===== config.mk =====
export PLATFORM = sky130hd
export DESIGN_NAME = raizing_vtimer_prog
export DESIGN_NICKNAME = d
export VERILOG_FILES = /design/src/rtl/raizing_vtimer_prog.sv
export SDC_FILE = /design/constraint.sdc
export NUM_CORES = 1
export LEC_CHECK = 0
export ABC_AREA = 0
export BUFFER_PORTS_ARGS = -buffer_cell sky130_fd_sc_hd__buf_2
export CAP_MARGIN = 30
export CORE_ASPECT_RATIO = 1.4
export CORE_MARGIN = 2
export CORE_UTILIZATION = 61
export CTS_CLUSTER_DIAMETER = 150
export DETAILED_ROUTE_END_ITERATION = 8
export PLACE_DENSITY = 0.87
export SETUP_SLACK_MARGIN = 0.2
export SLEW_MARGIN = 20
export SYNTH_ARGS = -nofsm -noshare
export SYNTH_HDL_FRONTEND = slang
export SYNTH_SLANG_ARGS = --single-unit

===== constraint.sdc =====
create_clock -name clk96 -period 6.2 [get_ports clk96]
set_clock_uncertainty 0.15 [all_clocks]
set_input_delay 0.93 -clock clk96 [delete_from_list [all_inputs] [get_ports clk96]]
set_output_delay 0.93 -clock clk96 [all_outputs]
set_load 0.03 [all_outputs]

===== src/rtl/raizing_vtimer_prog.sv =====
// Programmable video timing generator: pixel/line counters, blanking, sync and IRQ pulses.
// Geometry is staged by cfg writes and copied to the active set only when the frame wraps.
module raizing_vtimer_prog #(
  parameter int W        = 9,
  parameter int H_LAST   = 431,
  parameter int H_ACT    = 320,
  parameter int HS_START = 360,
  parameter int HS_END   = 380,
  parameter int V_LAST   = 262,
  parameter int V_ACT    = 240,
  parameter int VS_START = 244,
  parameter int VS_END   = 249
) (
  input  logic         clk96,
  input  logic         reset96_n,
  input  logic         pxl_cen,
  input  logic         flip,
  input  logic         cfg_we,
  input  logic [3:0]   cfg_addr,
  input  logic [W-1:0] cfg_data,
  output logic [W-1:0] cfg_dout,
  output logic [W-1:0] hpos,
  output logic [W-1:0] vpos,
  output logic [W-1:0] vrender,
  output logic         lhbl,
  output logic         lvbl,
  output logic         hsync,
  output logic         vsync,
  output logic         display_on,
  output logic         frame_start,
  output logic         line_irq
);
  localparam int NREG = 10;
  typedef logic [NREG-1:0][W-1:0] regs_t;

  // 0 h_last 1 h_act 2 hs_start 3 hs_end 4 v_last 5 v_act 6 vs_start 7 vs_end 8 irq_line 9 ctrl
  function automatic regs_t defaults();
    regs_t r;
    r    = '0;
    r[0] = W'(H_LAST);
    r[1] = W'(H_ACT);
    r[2] = W'(HS_START);
    r[3] = W'(HS_END);
    r[4] = W'(V_LAST);
    r[5] = W'(V_ACT);
    r[6] = W'(VS_START);
    r[7] = W'(VS_END);
    return r;
  endfunction

  regs_t        st_q, act_q, act_d;
  logic [W-1:0] h_q, h_d, v_q, v_d, vr_d, vrender_q, cfg_dout_q;
  logic         flip_q, flip_d, h_wrap, v_wrap, commit;
  logic         lhbl_q, lvbl_q, hsync_q, vsync_q, fs_q, irq_q;

  // Flags are computed from the next counter values and next active set so
  // they line up with the counters without an extra pipeline stage.
  always_comb begin
    h_wrap = (h_q == act_q[0]);
    v_wrap = (v_q == act_q[4]);
    commit = pxl_cen & h_wrap & v_wrap;
    h_d    = h_q;
    v_d    = v_q;
    if (pxl_cen) begin
      h_d = h_wrap ? '0 : h_q + 1'b1;
      if (h_wrap) v_d = v_wrap ? '0 : v_q + 1'b1;
    end
    act_d  = commit ? st_q : act_q;
    flip_d = commit ? flip : flip_q;
    vr_d   = (v_d == act_d[4]) ? '0 : v_d + 1'b1;
  end

  always_ff @(posedge clk96) begin
    if (!reset96_n) begin
      h_q        <= '0;
      v_q        <= '0;
      flip_q     <= 1'b0;
      st_q       <= defaults();
      act_q      <= defaults();
      lhbl_q     <= 1'b1;
      lvbl_q     <= 1'b1;
      hsync_q    <= 1'b0;
      vsync_q    <= 1'b0;
      vrender_q  <= W'(1);
      fs_q       <= 1'b0;
      irq_q      <= 1'b0;
      cfg_dout_q <= '0;
    end else begin
      h_q        <= h_d;
      v_q        <= v_d;
      flip_q     <= flip_d;
      act_q      <= act_d;
      lhbl_q     <= (h_d < act_d[1]);
      lvbl_q     <= (v_d < act_d[5]);
      hsync_q    <= (h_d >= act_d[2]) && (h_d < act_d[3]);
      vsync_q    <= (v_d >= act_d[6]) && (v_d < act_d[7]);
      vrender_q  <= flip_d ? act_d[5] - vr_d : vr_d;
      fs_q       <= commit;
      irq_q      <= pxl_cen & h_wrap & act_d[9][0] & (v_d == act_d[8]);
      cfg_dout_q <= (cfg_addr < 4'd10) ? st_q[cfg_addr] : '0;
      // Commit above reads the pre-write staging value via non-blocking semantics.
      if (cfg_we && (cfg_addr < 4'd10)) st_q[cfg_addr] <= cfg_data;
    end
  end

  assign hpos        = h_q;
  assign vpos        = v_q;
  assign vrender     = vrender_q;
  assign lhbl        = lhbl_q;
  assign lvbl        = lvbl_q;
  assign hsync       = hsync_q;
  assign vsync       = vsync_q;
  assign display_on  = lhbl_q & lvbl_q;
  assign frame_start = fs_q;
  assign line_irq    = irq_q;
  assign cfg_dout    = cfg_dout_q;
endmodule

==> impl_metrics.csv <==
group,metric,value,unit
routing,count_of_antenna_violating_nets_left_after_detailed_routing,0,
power_and_ir_drop,vdd.ir_drop.worst,234,uV
sta,timing.fmax,0.191,GHz
synth,synth_cells,1148,
synth,ys_ff_latch,215,
clocking,clock_sink_count,215,
final_layout,flow.area_growth_from_synthesis,10.4,%
sta,grt_setup_unrepaired,"false",
worst_setup_path,slowest_stage,"sky130_fd_sc_hd__or4_4",
sta,post_route_setup_tns,0,ns
final_layout,seq_area,4300,um^2
worst_setup_path,critical_path.n_buffers_inverters,1,
clocking,clock_tree_from_tritoncts,"built",
sta,finish_stage_setup_viols,0,
synth,synth.avg_cell_area,9.17,um^2
clocking,cts.hold.buffers_added,0,
global_routing,grt_remaining_overflow,0,
clocking,postCtsSetupBuffers,0,
power_and_ir_drop,p_sw,637,uW
routing,via_count,8863,
run_status,run_status,"completed",
final_layout,fillCellCount,1267,
final_layout,proportion_of_layout_cells_with_a_drive_suffix_above_1,0.115,
floorplan,starting_density,0.626,
sta,slew_headroom,0.372,
global_routing,antenna_violations_before_repair,0,
power_and_ir_drop,power_density,249,nW/um^2
routing,drt-total-wl,29100,um
power_and_ir_drop,clock_network_power_share,0.465,
synth,post_synth_num_cell_types,60,
routing,drt_iter0_drc,983,
sta,max_slew.worst_pin.slew,0.942,ns
routing,post_drt_via_cell_ratio,6.39,
power_and_ir_drop,power_share_of_the_combinational_group,0.051,
final_layout,antenna_cells,0,
floorplan,die_h,159,um
final_layout,final_common_cell,"sky130_fd_sc_hd__dfxtp_1",
worst_setup_path,largest_delay_share_family_worst_path,"simple AND/OR/NAND/NOR gates",
clocking,cts.path.max_buffers,3,
floorplan,design.core.area,16800,um^2
synth,synth-async-reset-ratio,0,
worst_setup_path,worstPathCellList,"xnor2_1, nand3_1, or4_4, a22o_1, a211o_1, nor4_1, nand4b_1, buf_4, nand2_1, ha_1, nor2b_1, o21ai_0, a21oi_1, o21ai_0, a21boi_0, o21a_1, nor2_1, xnor2_1, a32o_1",
synth,mappedNetlistArea,10500,um^2
power_and_ir_drop,intPower,2.26,mW
final_layout,final_cell_mix,"sky130_fd_sc_hd__dfxtp_1, sky130_fd_sc_hd__nand2_1, sky130_fd_sc_hd__mux2i_1",
routing,post-route-drc-count,0,
power_and_ir_drop,power.share.switching,0.220,
floorplan,ioPinCount,61,
worst_hold_path,hold_class,"register to register",
worst_setup_path,worst_setup_path_category,"register to register",
sta,timing.final.hold_violations,0,
global_routing,grt_pass1_vias,8701,
worst_setup_path,cp_data_required_time,6.44,ns
sta,timing.final.max_slew_violations,0,
worst_setup_path,timing.critical_path.to_type,"register",
synth,synth_ff_type,"sky130_fd_sc_hd__dfxtp_1",
floorplan,std_cell_rows,56,
final_layout,final_non_filler_cell_total,1388,
run,cap_viol_max_count,0,
floorplan,die_w,115,um
global_routing,track_usage,0.314,
clocking,clock_insertion_delay_at_the_later_pin_of_the_skew_report,0.51,ns
worst_setup_path,timing.critical_path.from_type,"register",
synth,post_synth_net_total,1228,
global_routing,global_route_wire_length_before_repair,45400,um
worst_setup_path,slowest_delay,0.70,ns
synth,synth-edff-count,0,
clocking,post_cts_resized,0,
sta,final.min_clock_period,5.23,ns
final_layout,layout.nets,1254,
global_routing,grt_start_max_net_pins,77,
power_and_ir_drop,power.static_leakage,5.50,nW
clocking,h_tree_lvl_count,1,
clocking,cts_root_buf,"sky130_fd_sc_hd__clkbuf_16",
clocking,numCtsBuffers,22,
synth,post_synthesis_sequential_area_ratio,0.409,
floorplan,dieArea,18300,um^2
routing,detail_routed_net_length_per_standard_cell,20.9,um
placement,final_replace_weighted_congestion,0.940,
worst_setup_path,worstPathArrival,5.47,ns
routing,first_pass_iters,5,
placement,detailed_place_hpwl,20000,um
final_layout,area_of_the_multi_input_gates,5850,um^2
sta,layout_worst_path_cycle_share,0.843,
synth,ys_warn_count,0,
placement,io_buffer_count,60,
worst_setup_path,cp_max_fo,13,
power_and_ir_drop,power.share.sequential,0.485,
placement,dpl.cell_count,1352,
clocking,clkTransAtPathRegs,0.06,ns
## registers in the layout, indices dropped and copies added (netlist names)
name,cells
vsync,1
flip_q,1
vpos,9
hpos,9
lvbl,1
lhbl,1
act_q,82
hsync,1
vrender,9
cfg_dout,9
line_irq,1
st_q,90
frame_start,1
## cells in the mapped netlist, drive strengths merged (8+ instances only)
| master | number | area share |
|---|---|---|
| dfxtp | 215 | 0.41 |
| nand2 | 193 | 0.069 |
| mux2i | 133 | 0.13 |
| nor2 | 101 | 0.036 |
| ha | 61 | 0.072 |
| clkbuf | 52 | 0.019 |
| a21oi | 51 | 0.025 |
| nand3 | 47 | 0.023 |
| xnor2 | 27 | 0.022 |
| inv | 25 | 0.0089 |
| xor2 | 21 | 0.017 |
| o22ai | 20 | 0.012 |
| buf | 19 | 0.0099 |
| and2 | 18 | 0.011 |
| mux4 | 18 | 0.038 |
| o21ai | 17 | 0.0091 |
| a21o | 16 | 0.011 |
| nor3 | 14 | 0.0071 |
| nand4 | 10 | 0.0059 |
| and3 | 9 | 0.0053 |
| nand2b | 8 | 0.0048 |
## power groups by stage
stage | sequential [mW] | clock [mW] | combinational, mW
global placement | 1.43 | 0 | 0.139
detailed placement | 1.44 | 0 | 0.142
finish | 1.41 | 1.35 | 0.146
global route | 1.41 | 1.41 | 0.155
CTS | 1.40 | 1.36 | 0.144
floorplan | 1.44 | 0 | 0.0933
## path summary, 6_finish.rpt
check             from          to  depth (start not counted)  slack, ns
max            hpos[2]  vrender[7]                         19       0.97
min          act_q[40]   act_q[40]                          2       0.32
max reg2reg    hpos[2]  vrender[7]                         19       0.97
min reg2reg  act_q[40]   act_q[40]                          2       0.32
## through the flow
stage	util	power [mW]	instance area, um^2	hold WS [ns]	setup WS, ns
2_1_floorplan	-	1.53	10500	0.286	1.13
3_3_place_gp	0.647	1.57	10900	0.298	0.877
3_5_place_dp	0.648	1.58	10900	0.308	0.726
4_1_cts	0.691	2.90	11600	0.316	1.05
5_1_grt	0.691	2.97	11600	0.339	0.648
6_report	0.691	2.90	11600	0.316	0.972
## cell families after synthesis
kind of cell,Yosys count,synth area share
AOI/OAI and AO/OA,145,0.0885
buffers and inverters,96,0.0373
adders and majority gates,62,0.0744
muxes,152,0.166
and+or+nand+nor,430,0.185
xor gates and xnor gates,48,0.0399
DFF,215,0.409
## cell type report
class | count | area share
Inverter | 25 | 0.00818
Timing Repair Buffer | 73 | 0.0342
Tap cell | 203 | 0.0218
Multi-Input combinational cell | 837 | 0.503
Clock buffer | 29 | 0.0532
Clock inverter | 6 | 0.00926
Sequential cell | 215 | 0.370
## metal layers
metal,vias up,share of wire,track usage
met2,422,0.50,0.536
li1,4046,-,-
met3,131,0.061,0.0426
met1,4264,0.36,0.352
met4,0,0.077,0.225
met5,-,0,0
## worst register-to-register path, cell delays in order (launching register included)
cell	delay, ns
sky130_fd_sc_hd__dfxtp_1	0.46
sky130_fd_sc_hd__xnor2_1	0.19
sky130_fd_sc_hd__nand3_1	0.27
sky130_fd_sc_hd__or4_4	0.70
sky130_fd_sc_hd__a22o_1	0.25
sky130_fd_sc_hd__a211o_1	0.26
sky130_fd_sc_hd__nor4_1	0.41
sky130_fd_sc_hd__nand4b_1	0.17
sky130_fd_sc_hd__buf_4	0.21
sky130_fd_sc_hd__nand2_1	0.15
sky130_fd_sc_hd__ha_1	0.25
sky130_fd_sc_hd__nor2b_1	0.12
sky130_fd_sc_hd__o21ai_0	0.31
sky130_fd_sc_hd__a21oi_1	0.15
sky130_fd_sc_hd__o21ai_0	0.27
sky130_fd_sc_hd__a21boi_0	0.20
sky130_fd_sc_hd__o21a_1	0.20
sky130_fd_sc_hd__nor2_1	0.12
sky130_fd_sc_hd__xnor2_1	0.08
sky130_fd_sc_hd__a32o_1	0.21
(Power assumes the default switching activity.)
